$ cat src/rtl/pacman_motion.sv
// Per-frame Pac-Man mover: turn/coast/stop against the maze, then ghost collision check.
// Frame walk: tick -> turn commit (+1) -> straight commit (+2) -> death (+3); no backpressure, ticks outside IDLE drop.

module check_wall (
    input  logic [9:0] x,
    input  logic [9:0] y,
    output logic       wallEnable
);
    // Stub maze: a full-height column at X 340..347 and one short horizontal bar.
    assign wallEnable = ((x >= 10'd340) && (x <= 10'd347)) ||
                        ((x >= 10'd280) && (x <= 10'd319) && (y >= 10'd224) && (y <= 10'd231));
endmodule

module pacman_motion #(
    parameter logic [9:0] START_X = 10'd320,
    parameter logic [9:0] START_Y = 10'd232
) (
    input  logic       Clk,
    input  logic       Reset,
    input  logic       frame_clk,
    input  logic [7:0] keycode,
    input  logic [9:0] ghost_redX,
    input  logic [9:0] ghost_redY,
    input  logic [9:0] ghost_greenX,
    input  logic [9:0] ghost_greenY,
    input  logic [9:0] ghost_aquaX,
    input  logic [9:0] ghost_aquaY,
    output logic [9:0] pacmanX,
    output logic [9:0] pacmanY,
    output logic [1:0] last_keypress,
    output logic       death
);
    typedef enum logic [2:0] {IDLE, TRY_REQ, TRY_CUR, COLLIDE, DEAD} state_t;

    state_t     state, next_state;
    logic       sync1, sync2, sync3, tick;
    logic [1:0] cur_dir, req_dir, probe_dir, key_dir;
    logic       moving, req_valid, key_valid;
    logic       capture, commit_req, commit_cur, stop, set_death;
    logic       edge_blk, free, hit;
    logic [9:0] cx, cy;
    logic [3:0] walls;

    always_ff @(posedge Clk or posedge Reset) begin
        if (Reset) begin
            sync1 <= 1'b0;
            sync2 <= 1'b0;
            sync3 <= 1'b0;
        end else begin
            sync1 <= frame_clk;
            sync2 <= sync1;
            sync3 <= sync2;
        end
    end

    assign tick = sync2 & ~sync3;

    always_comb begin
        key_valid = 1'b1;
        key_dir   = 2'd0;
        case (keycode)
            8'h07:   key_dir = 2'd0;
            8'h16:   key_dir = 2'd1;
            8'h04:   key_dir = 2'd2;
            8'h1A:   key_dir = 2'd3;
            default: key_valid = 1'b0;
        endcase
    end

    // One probe serves both attempts: the requested heading in TRY_REQ, the current one otherwise.
    assign probe_dir = (state == TRY_REQ) ? req_dir : cur_dir;

    // Screen-edge test uses the current position so the add/subtract never wraps.
    always_comb begin
        edge_blk = 1'b0;
        cx       = pacmanX;
        cy       = pacmanY;
        case (probe_dir)
            2'd0: begin edge_blk = (pacmanX >= 10'd632); cx = pacmanX + 10'd1; end
            2'd1: begin edge_blk = (pacmanY >= 10'd472); cy = pacmanY + 10'd1; end
            2'd2: begin edge_blk = (pacmanX == 10'd0);   cx = pacmanX - 10'd1; end
            default: begin edge_blk = (pacmanY == 10'd0); cy = pacmanY - 10'd1; end
        endcase
    end

    check_wall u_wall_tl (.x(cx),         .y(cy),         .wallEnable(walls[0]));
    check_wall u_wall_tr (.x(cx + 10'd7), .y(cy),         .wallEnable(walls[1]));
    check_wall u_wall_bl (.x(cx),         .y(cy + 10'd7), .wallEnable(walls[2]));
    check_wall u_wall_br (.x(cx + 10'd7), .y(cy + 10'd7), .wallEnable(walls[3]));

    assign free = ~edge_blk & ~(|walls);

    function automatic logic near(input logic [9:0] a, input logic [9:0] b);
        logic signed [10:0] d;
        d = $signed({1'b0, a}) - $signed({1'b0, b});
        return (d > -11'sd8) && (d < 11'sd8);
    endfunction

    assign hit = (near(pacmanX, ghost_redX)   && near(pacmanY, ghost_redY))   ||
                 (near(pacmanX, ghost_greenX) && near(pacmanY, ghost_greenY)) ||
                 (near(pacmanX, ghost_aquaX)  && near(pacmanY, ghost_aquaY));

    always_ff @(posedge Clk or posedge Reset) begin
        if (Reset) state <= IDLE;
        else       state <= next_state;
    end

    always_comb begin
        next_state = state;
        capture    = 1'b0;
        commit_req = 1'b0;
        commit_cur = 1'b0;
        stop       = 1'b0;
        set_death  = 1'b0;
        case (state)
            IDLE: begin
                if (tick) begin
                    capture    = 1'b1;
                    next_state = TRY_REQ;
                end
            end
            TRY_REQ: begin
                if (req_valid && free) begin
                    commit_req = 1'b1;
                    next_state = COLLIDE;
                end else begin
                    next_state = TRY_CUR;
                end
            end
            TRY_CUR: begin
                if (moving && free) commit_cur = 1'b1;
                else                stop       = 1'b1;
                next_state = COLLIDE;
            end
            COLLIDE: begin
                if (hit) begin
                    set_death  = 1'b1;
                    next_state = DEAD;
                end else begin
                    next_state = IDLE;
                end
            end
            default: next_state = DEAD;
        endcase
    end

    always_ff @(posedge Clk or posedge Reset) begin
        if (Reset) begin
            pacmanX       <= START_X;
            pacmanY       <= START_Y;
            cur_dir       <= 2'd0;
            moving        <= 1'b0;
            req_dir       <= 2'd0;
            req_valid     <= 1'b0;
            last_keypress <= 2'd0;
            death         <= 1'b0;
        end else begin
            if (capture) begin
                req_valid <= key_valid;
                req_dir   <= key_dir;
            end
            if (commit_req || commit_cur) begin
                pacmanX <= cx;
                pacmanY <= cy;
            end
            if (commit_req) begin
                cur_dir       <= req_dir;
                moving        <= 1'b1;
                last_keypress <= req_dir;
            end
            if (stop)      moving <= 1'b0;
            if (set_death) death  <= 1'b1;
        end
    end
endmodule

$ cat config.mk
export PLATFORM = sky130hd
export DESIGN_NAME = pacman_motion
export DESIGN_NICKNAME = d
export VERILOG_FILES = /design/src/rtl/pacman_motion.sv
export SDC_FILE = /design/constraint.sdc
export NUM_CORES = 1
export LEC_CHECK = 0
export ABC_CLOCK_PERIOD_IN_PS = 11800
export BUFFER_PORTS_ARGS = -buffer_cell sky130_fd_sc_hd__buf_4
export CAP_MARGIN = 20
export CORE_MARGIN = 1
export CORE_UTILIZATION = 55
export DETAILED_ROUTE_END_ITERATION = 8
export PLACE_DENSITY_LB_ADDON = 0.05
export RECOVER_POWER = 25
export SYNTH_ARGS = -nofsm -noshare
export SYNTH_HDL_FRONTEND = slang
export SYNTH_SLANG_ARGS = --single-unit
$ cat constraint.sdc
create_clock -name Clk -period 11.8 [get_ports Clk]
set_input_delay 1.18 -clock Clk [delete_from_list [all_inputs] [get_ports Clk]]
set_output_delay 1.18 -clock Clk [all_outputs]
set_load 0.005 [all_outputs]
==> results.sh, run 1 <==
export IMPL_ant_nets=0
export IMPL_cp_num_cells=14
export IMPL_grt_max_degree=34
export IMPL_max_slew_margin_pct=-14.3
export IMPL_coreArea_sq_um=9860
export IMPL_die_y_um=103
export IMPL_synth_cells=738
export IMPL_via_per_inst=5.93
export IMPL_area_delta_synth_final_pct=15.4
export IMPL_p_seq_share_pct=18.6
export IMPL_yosys_warnings=0
export IMPL_worstMarginPinSlew_ns=1.71
export IMPL_h_tree_depth=2
export IMPL_yosysUniqueCellTypes=76
export IMPL_fin_crit_ns=5.49
export IMPL_holdWs_ns=0.356
export IMPL_crit_arrival_ns=5.65
export IMPL_drv_cap=1
export IMPL_ys_seq_elements=33
export IMPL_layout_drive_gt1_share_pct=16.4
export IMPL_critical_path_top_delay_family="compound AO/OA/AOI/OAI gates"
export IMPL_start_util_pct=57.0
export IMPL_dp_cells=949
export IMPL_synth_nets=885
export IMPL_fin_crit_sh_pct=46.5
export IMPL_setup_violations=0
export IMPL_synthFlopType="dfrtp_1"
export IMPL_fin_tns_setup_ns=0
export IMPL_final_cells=957
export IMPL_insertion_delay_ns=0.28
export IMPL_path_clk_slew_ns=0.07
export IMPL_core_rowCount=36
export IMPL_path_class="flop to flop"
export IMPL_synth_edff_count=0
export IMPL_cp_startpoint="state[0]$_DFFE_PP0P_"
export IMPL_postCtsHoldBufs=0
export IMPL_yosysSeqAreaShare_pct=14.8
export IMPL_comb_power_share_pct=74.7
export IMPL_overflow=0
export IMPL_crit_end="pacmanY[4]$_DFFE_PP0P_"
export IMPL_cp_end_kind="flop"
export IMPL_clkSinkCount=33
export IMPL_layout_common_cells="92 x buf_4, 83 x inv_1, 71 x nor2_1"
export IMPL_p_per_area_nw_per_um2=201
export IMPL_vias=5672
export IMPL_cts_buffers=5
export IMPL_hold_class="flop to flop"
export IMPL_async_flop_share_pct=100
export IMPL_cts_setup_buffers=0
export IMPL_leakagePower_uw=0.00303
export IMPL_yosysTopAreaCell="ha_1"
export IMPL_layout_commonest_cell="buf_4"
export IMPL_drtIter0Drc=229
export IMPL_avgRoutedWirePerCell_um=15.2
export IMPL_critPathLaunchType="flop"
export IMPL_pwr_share_clk_pct=6.7
export IMPL_slowest_delay_ns=0.65
export IMPL_rsz0062_at_grt="false"
export IMPL_vdd_drop_max_uv=137
export IMPL_routed_wl_mm=14.5
export IMPL_post_place_ws_ns=6.39
export IMPL_maxSlewViolCount=34
export IMPL_p_sw_share_pct=51.4
export IMPL_cts_resized=0
export IMPL_r2r_end="pacmanY[4]$_DFFE_PP0P_"
export IMPL_violations="capacitance limit, slew limit"
export IMPL_timing_fmax_mhz=182
export IMPL_hold_violations=0
export IMPL_finClkSkew_ns=0.00750
export IMPL_synth_area_sq_um=5630
export IMPL_status="finished with violations"
export IMPL_grt_use_total_pct=28.2
export IMPL_synth_area_top_cells="ha_1 15%, dfrtp_1 12%, inv_1 5.5%"
export IMPL_grt_pass1_wl_mm=23.7
export IMPL_io_pins=94
export IMPL_crit_buf_inv=1
export IMPL_final_util_pct=65.8
export IMPL_worst_ep_required_time_ns=11.96
export IMPL_crit_chain="or3b_1, a22o_1, nand2_1, ha_1, a211oi_1, o21bai_1, o41ai_1, o21ai_0, mux2_2, xnor2_1, a31oi_1, buf_4, and3_1, mux2_4"
export IMPL_cts_path_max_buffers=2
export IMPL_root_buffer="clkbuf_8"
export IMPL_crit_path_max_fanout=19
export IMPL_antenna_found_initial=0
export IMPL_place_congestion=0.886
export IMPL_internal_power_uw=634
export IMPL_r2r_start="state[0]$_DFFE_PP0P_"
export IMPL_cts_tree="built"
export IMPL_antennaDiodeCount=0
export IMPL_drc=0
export IMPL_design_die_area_sq_um=10600
export IMPL_dp_hpwl_mm=11.6
export IMPL_die_w_um=103
export IMPL_synth_top_cell_area_share_pct=15.3
export IMPL_switchingPower_uw=671
export IMPL_cpMaxStageDelayCell="a22o_1"
export IMPL_r2r_slack_ns=6.31
export IMPL_port_buffers=93
export IMPL_grt_pass1_vias=5310
export IMPL_dr_pass1_iters=5
export IMPL_syn_area_per_cell_sq_um=7.62
export IMPL_reg2reg_depth=14
export IMPL_nNetsFinal=970
export IMPL_postLayoutSetupSlackWorst_ns=6.31
worst min-delay path by stage:
stage | start | depth (start not counted) | endpoint
6_report | sync1$_DFF_PP0_ | 0 | sync2$_DFF_PP0_
3_3_place_gp | sync1$_DFF_PP0_ | 0 | sync2$_DFF_PP0_
2_1_floorplan | sync1$_DFF_PP0_ | 0 | sync2$_DFF_PP0_
4_1_cts | sync1$_DFF_PP0_ | 0 | sync2$_DFF_PP0_
5_1_grt | sync1$_DFF_PP0_ | 0 | sync2$_DFF_PP0_
3_5_place_dp | sync1$_DFF_PP0_ | 0 | sync2$_DFF_PP0_
flip-flops by register name (all words and copies together) (netlist names):
name,cells
pacmanX,10
pacmanY,10
state,3
cur_dir,2
req_dir,2
death,1
moving,1
req_valid,1
sync1,1
sync2,1
sync3,1
per-stage QoR:
| stage | power, uW | instance area, sq um |
|---|---|---|
| 3_3_place_gp | 1160 | 6410 |
| 5_1_grt | 1440 | 6490 |
| 4_1_cts | 1300 | 6500 |
| 6_report | 1310 | 6490 |
| 2_1_floorplan | 963 | 5630 |
| 3_5_place_dp | 1200 | 6410 |
logic make-up after synthesis:
group / count (synthesis) / synth area share [%]
AND/OR/NAND/NOR: 281 / 26.1
AO/OA/AOI/OAI: 165 / 19.5
buffers and inverters: 100 / 7.27
adder cells (fa/ha/maj): 76 / 17.8
XOR/XNOR: 53 / 8.38
flip-flops: 33 / 14.8
multiplexers: 30 / 6.16
layer usage:
metal  GRT usage (%)  share of wire [%]  wire length, um  vias to the layer above
li1                -                  -                -                     2816
met1            35.9                 43             6300                     2672
met2            50.1                 50             7210                      157
met3            2.98                5.0              723                       27
met4            8.67                2.0              288                        0
met5               0                  0                0                        -
power by group through the flow:
| stage | clock network [uW] | logic [uW] | registers [uW] |
|---|---|---|---|
| 2_1_floorplan | 0 | 767 | 196 |
| 3_3_place_gp | 0 | 921 | 240 |
| 3_5_place_dp | 0 | 960 | 242 |
| 4_1_cts | 89.1 | 966 | 240 |
| 5_1_grt | 93.8 | 1090 | 251 |
| 6_report | 87.2 | 975 | 243 |
synthesized netlist by cell type (4+ instances only):
cell type	count
a31oi_1	7
o311ai_0	4
nor3_1	31
mux2_4	7
nand3b_1	8
nand4_1	12
nor2b_1	18
inv_1	83
clkbuf_1	10
or3_1	9
nor4_1	7
a21o_1	4
nor3b_1	7
nand2_1	43
o2111ai_1	4
nand2b_1	7
o21a_1	8
o31ai_1	8
or4_1	4
a211oi_1	7
nor2_1	71
fa_1	7
or2_2	7
o22ai_1	7
buf_6	4
dfstp_2	6
and2_1	9
nand3_1	25
dfrtp_1	27
ha_1	69
nor4b_1	5
xor2_1	22
xnor2_1	30
mux2i_1	16
and3_1	8
o21ai_0	37
a21oi_1	41
o211ai_1	6
cell type report:
type,instances,area (sq um)
multi-input cells,605,4380
fillers,905,3370
flip-flops and latches,33,833
repair buffers,95,709
inverters,83,312
well taps,133,166
clock buffers,8,90.1
Note: power is estimated with default switching activity, not from simulation.
==> run 2, diff against run 1 <==
--- a/config.mk
+++ b/config.mk
@@ -5,7 +5,7 @@
 export SDC_FILE = /design/constraint.sdc
 export NUM_CORES = 1
 export LEC_CHECK = 0
-export ABC_CLOCK_PERIOD_IN_PS = 11800
+export ABC_CLOCK_PERIOD_IN_PS = 5400
 export BUFFER_PORTS_ARGS = -buffer_cell sky130_fd_sc_hd__buf_4
 export CAP_MARGIN = 20
 export CORE_MARGIN = 1
==> constraint.sdc (replaced) <==
create_clock -name Clk -period 5.4 [get_ports Clk]
set_input_delay 0.54 -clock Clk [delete_from_list [all_inputs] [get_ports Clk]]
set_output_delay 0.54 -clock Clk [all_outputs]
set_load 0.005 [all_outputs]
==> results.sh, run 2 (synthesized netlist as in run 1, its figures left out) <==
export IMPL_fin_crit_sh_pct=91.5
export IMPL_hold_class="flop to flop"
export IMPL_cts_path_max_buffers=2
export IMPL_power_uw=2890
export IMPL_drc=0
export IMPL_final_area_sq_um=6540
export IMPL_r2r_end="pacmanY[4]$_DFFE_PP0P_"
export IMPL_vdd_drop_max_uv=356
export IMPL_clkSinkCount=33
export IMPL_vias=5589
export IMPL_crit_chain="or3b_1, mux2i_1, nand2_1, ha_1, a211oi_1, o21bai_1, o41ai_1, o21ai_0, mux2_2, xnor2_1, a31oi_1, buf_4, and3_1, mux2_4"
export IMPL_worstMarginPinSlew_ns=1.77
export IMPL_ant_nets=0
export IMPL_cp_end_kind="flop"
export IMPL_layout_drive_gt1_share_pct=16.8
export IMPL_port_buffers=93
export IMPL_reg2reg_depth=14
export IMPL_design_die_area_sq_um=10600
export IMPL_antenna_found_initial=0
export IMPL_min_delay_start="sync1$_DFF_PP0_"
export IMPL_timing_fmax_mhz=202
export IMPL_drtIter0Drc=214
export IMPL_insertion_delay_ns=0.30
export IMPL_grt_pass1_vias=5140
export IMPL_area_delta_synth_final_pct=16.1
export IMPL_status="finished with violations"
export IMPL_worst_ep_required_time_ns=5.59
export IMPL_cts_tree="built"
export IMPL_critPathLaunchType="flop"
export IMPL_hold_violations=0
export IMPL_cpMaxStageDelayCell="or3b_1"
export IMPL_layout_common_cells="94 x buf_4, 83 x inv_1, 71 x nor2_1"
export IMPL_place_area_sq_um=6420
export IMPL_h_tree_depth=2
export IMPL_nNetsFinal=972
export IMPL_antennaDiodeCount=0
export IMPL_coreArea_sq_um=9860
export IMPL_via_per_inst=5.83
export IMPL_p_per_area_nw_per_um2=443
export IMPL_holdPathEnd="sync2$_DFF_PP0_"
export IMPL_overflow=0
export IMPL_io_pins=94
export IMPL_r2r_start="state[0]$_DFFE_PP0P_"
export IMPL_dp_hpwl_mm=11.5
export IMPL_max_slew_margin_pct=-17.7
export IMPL_crit_arrival_ns=5.13
export IMPL_fin_crit_ns=4.94
export IMPL_grt_use_total_pct=27.1
export IMPL_place_congestion=0.891
export IMPL_cts_resized=0
export IMPL_root_buffer="clkbuf_8"
export IMPL_routed_wl_mm=14.3
export IMPL_hold_depth=0
export IMPL_path_clk_slew_ns=0.08
export IMPL_postCtsHoldBufs=0
export IMPL_cts_setup_buffers=0
export IMPL_dr_pass1_iters=4
export IMPL_rsz0062_at_grt="false"
export IMPL_largestRegisters="pacmanX (10), pacmanY (10), state (3)"
export IMPL_setup_violations=0
export IMPL_drv_cap=1
export IMPL_die_y_um=103
export IMPL_leakagePower_uw=0.00305
export IMPL_post_place_ws_ns=0.554
export IMPL_grt_max_degree=34
export IMPL_layout_commonest_cell="buf_4"
export IMPL_r2r_slack_ns=0.46
export IMPL_postLayoutSetupSlackWorst_ns=0.459
export IMPL_die_w_um=103
export IMPL_fin_tns_setup_ns=0
export IMPL_cts_buffers=5
export IMPL_slowest_delay_ns=0.55
export IMPL_crit_path_max_fanout=11
export IMPL_violations="capacitance limit, slew limit"
export IMPL_grt_pass1_wl_mm=22.8
export IMPL_start_util_pct=57.0
export IMPL_avgRoutedWirePerCell_um=14.9
export IMPL_core_rowCount=36
export IMPL_path_class="flop to flop"
export IMPL_maxSlewViolCount=34
export IMPL_finClkSkew_ns=0.0132
-- run 2: changes by cell type in the layout (fill, tap and decap cells not counted), sizes merged --
cell / previous run / this run
clkinv: 0 / 1
clkbuf: 11 / 8
clkinvlp: 0 / 1
bufinv: 0 / 1
buf: 92 / 94
-- run 2: worst max-delay path: cells and delay by family (launching register included) --
family	cells	cell delay, ns
muxes	3	1.04
DFF	1	0.51
AOI/OAI and AO/OA	5	1.33
adders and majority gates	1	0.37
buffers and inverters	1	0.18
and+or+nand+nor	3	1.26
xor gates and xnor gates	1	0.13
-- run 2: worst max path at each step --
stage / slack, ns / end / from
detailed placement: 0.55 / pacmanY[4]$_DFFE_PP0P_ / state[0]$_DFFE_PP0P_
CTS: 0.52 / pacmanY[4]$_DFFE_PP0P_ / state[0]$_DFFE_PP0P_
finish: 0.46 / pacmanY[4]$_DFFE_PP0P_ / state[0]$_DFFE_PP0P_
global route: 0.07 / pacmanY[4]$_DFFE_PP0P_ / state[0]$_DFFE_PP0P_
global placement: 0.70 / pacmanY[4]$_DFFE_PP0P_ / state[0]$_DFFE_PP0P_
floorplan: 1.02 / cur_dir[0]$_DFFE_PP0P_ / state[2]$_DFFE_PP0P_
-- run 2: routing by layer --
metal	vias to the layer above	wire length [um]	track usage, %
li1	2835	-	-
met1	2558	6330	34.5
met5	-	0	0
met4	0	217	7.04
met3	25	794	3.46
met2	171	6950	48.5
-- run 2: stage by stage --
step / util, % / cells / hold WS (ns)
after global placement: 65.1 / 951 / 0.339
final: 66.2 / 959 / 0.372
after floorplan: - / 738 / 0.331
after detailed placement: 65.1 / 951 / 0.356
after CTS: 66.3 / 959 / 0.348
after global routing: 66.2 / 959 / 0.359
-- run 2: layout make-up --
type	count	area (sq um)
Sequential cell	33	833
Inverter	83	312
Clock buffer	5	68.8
Fill cell	878	3330
Timing Repair Buffer	97	724
Multi-Input combinational cell	605	4380
Tap cell	133	166
Clock inverter	3	46.3
-- run 2: report_power, final --
part	switching, uW	internal (uW)	leakage (uW)
Combinational	1170	958	0.00257
Clock	99.1	138	0.0000543
Sequential	200	326	0.000417
Total	1470	1420	0.00305
==> run 3, diff against run 2 <==
--- a/config.mk
+++ b/config.mk
@@ -8,11 +8,14 @@
 export ABC_CLOCK_PERIOD_IN_PS = 5400
 export BUFFER_PORTS_ARGS = -buffer_cell sky130_fd_sc_hd__buf_4
 export CAP_MARGIN = 20
-export CORE_MARGIN = 1
-export CORE_UTILIZATION = 55
+export CELL_PAD_IN_SITES_DETAIL_PLACEMENT = 0
+export CELL_PAD_IN_SITES_GLOBAL_PLACEMENT = 1
+export CORE_MARGIN = 2
+export CORE_UTILIZATION = 44
 export DETAILED_ROUTE_END_ITERATION = 8
 export PLACE_DENSITY_LB_ADDON = 0.05
 export RECOVER_POWER = 25
 export SYNTH_ARGS = -nofsm -noshare
 export SYNTH_HDL_FRONTEND = slang
+export SYNTH_HIERARCHICAL = 1
 export SYNTH_SLANG_ARGS = --single-unit
==> results.sh, run 3 <==
export IMPL_coreArea_sq_um=14600
export IMPL_routed_wl_mm=17.8
export IMPL_cts_path_max_buffers=2
export IMPL_drtIter0Drc=254
export IMPL_final_util_pct=53.1
export IMPL_largestRegisters="pacmanX (10), pacmanY (10), state (3)"
export IMPL_design_die_area_sq_um=16000
export IMPL_postCtsHoldBufs=0
export IMPL_h_tree_depth=2
export IMPL_finClkSkew_ns=0.0103
export IMPL_area_delta_synth_final_pct=17.0
export IMPL_worstMarginPinSlew_ns=1.91
export IMPL_p_per_area_nw_per_um2=99.8
export IMPL_overflow=0
export IMPL_multi_input_area_sq_um=5370
export IMPL_fin_crit_sh_pct=93.0
export IMPL_start_util_pct=45.4
export IMPL_timing_fmax_mhz=199
export IMPL_yosys_warnings=6
export IMPL_synth_cells=833
export IMPL_io_pins=94
export IMPL_rsz0062_at_grt="false"
export IMPL_dr_pass1_iters=4
export IMPL_hold_violations=0
export IMPL_reg2reg_depth=19
export IMPL_setup_violations=0
export IMPL_layout_commonest_cell="buf_4"
export IMPL_vias=6463
export IMPL_fin_tns_setup_ns=0
export IMPL_grt_use_total_pct=21.5
export IMPL_seqCellArea_sq_um=833
export IMPL_r2r_slack_ns=0.38
export IMPL_crit_path_max_fanout=7
export IMPL_fill_cells=1391
export IMPL_antenna_found_initial=0
export IMPL_nNetsFinal=1090
export IMPL_crit_end="cur_dir[1]$_DFFE_PP0P_"
export IMPL_critPathLaunchType="flop"
export IMPL_die_y_um=127
export IMPL_path_clk_slew_ns=0.05
export IMPL_crit_arrival_ns=5.17
export IMPL_cp_startpoint="state[0]$_DFFE_PP0P_"
export IMPL_r2r_end="cur_dir[1]$_DFFE_PP0P_"
export IMPL_r2r_start="state[0]$_DFFE_PP0P_"
export IMPL_layout_drive_gt1_share_pct=19.0
export IMPL_die_w_um=127
export IMPL_cts_buffers=5
export IMPL_via_per_inst=5.78
export IMPL_insertion_delay_ns=0.28
export IMPL_fin_crit_ns=5.02
export IMPL_layout_common_cells="104 x buf_4, 90 x inv_1, 78 x ha_1"
export IMPL_maxSlewViolCount=34
export IMPL_leakagePower_uw=0.00386
export IMPL_drc=0
export IMPL_avgRoutedWirePerCell_um=15.9
export IMPL_place_congestion=0.889
export IMPL_dp_hpwl_mm=14.3
export IMPL_syn_area_per_cell_sq_um=7.94
export IMPL_path_class="flop to flop"
export IMPL_grt_max_degree=34
export IMPL_worst_ep_required_time_ns=5.55
export IMPL_hold_class="flop to flop"
export IMPL_max_slew_margin_pct=-27.0
export IMPL_antennaDiodeCount=0
export IMPL_grt_pass1_wl_mm=29.0
export IMPL_ant_nets=0
export IMPL_root_buffer="clkbuf_16"
export IMPL_grt_pass1_vias=6258
export IMPL_vdd_drop_max_uv=133
export IMPL_cp_end_kind="flop"
export IMPL_drv_cap=1
export IMPL_port_buffers=93
export IMPL_violations="capacitance limit, slew limit"
export IMPL_core_rowCount=44
export IMPL_cts_tree="built"
export IMPL_synth_nets=990
export IMPL_synth_area_sq_um=6620
export IMPL_clkSinkCount=33
export IMPL_status="finished with violations"
## run 3: changes by cell type in the layout (fill, tap and decap cells not counted), sizes merged, moves of 8 or more
cell and delta:
a21o +19, a21oi +15, nor2 -14, nor3 -14, xnor2 +11, buf +10, o211ai +10, ha +9
nand2 +8
## run 3: layout make-up
class	instances	share of cell area, %
clock buffer	7	1.84
clock inverter	1	0.388
inverter	90	4.36
multi-input combinational	696	69.3
sequential	33	10.8
tap	184	2.97
timing repair buffer	107	10.3
## run 3: worst max-delay path: stages (launching register included)
cell and delay [ns]:
dfrtp_1 0.47, nor3b_4 0.31, mux2i_2 0.32, nand2_1 0.22, ha_1 0.40, and3_1 0.19
a221o_1 0.35, o41ai_2 0.28, xor2_1 0.12, a21oi_1 0.39, nand4_1 0.16, xnor2_1 0.18
nor4bb_1 0.32, nand3_1 0.11, a21oi_1 0.19, nor4_2 0.08, o211a_4 0.17, and2_1 0.18
nand3_2 0.10, mux2_2 0.34
## run 3: how the worst min path moves through the flow
stage / cells after the start / from / slack (ns) / end
3_5_place_dp: 0 / sync1$_DFF_PP0_ / 0.36 / sync2$_DFF_PP0_
4_1_cts: 0 / sync1$_DFF_PP0_ / 0.37 / sync2$_DFF_PP0_
6_report: 0 / sync1$_DFF_PP0_ / 0.36 / sync2$_DFF_PP0_
3_3_place_gp: 0 / sync1$_DFF_PP0_ / 0.33 / sync2$_DFF_PP0_
2_1_floorplan: 0 / sync1$_DFF_PP0_ / 0.33 / sync2$_DFF_PP0_
5_1_grt: 0 / sync1$_DFF_PP0_ / 0.37 / sync2$_DFF_PP0_
## run 3: repair_timing
item                       4_1_cts  5_1_grt
resized for setup                0        3
setup endpoints to repair        0       24
setup buffers                    0        1
## run 3: per-stage QoR
| step | std cells | hold WS (ns) | total power (uW) | instance area, sq um | setup slack, ns |
|---|---|---|---|---|---|
| global placement | 1108 | 0.335 | 446 | 7540 | 0.247 |
| floorplan | 833 | 0.331 | 382 | 6620 | 0.404 |
| global route | 1118 | 0.369 | 814 | 7740 | 0.00231 |
| CTS | 1116 | 0.368 | 782 | 7710 | 0.103 |
| finish | 1118 | 0.358 | 773 | 7740 | 0.376 |
| detailed placement | 1108 | 0.356 | 451 | 7540 | 0.132 |
## run 3: power by group
part / total [uW] / internal [uW] / switching (uW)
clock network: 325 / 230 / 95.3
registers: 249 / 249 / 0.378
logic: 198 / 96.7 / 101
total: 773 / 576 / 197
## run 3: layer usage
metal,part of all wire (%),vias to the layer above,GRT usage [%]
met3,3.0,35,1.73
met2,49,127,38.9
met5,0,-,0
li1,-,3286,-
met4,3.5,0,7.95
met1,45,3015,26.7
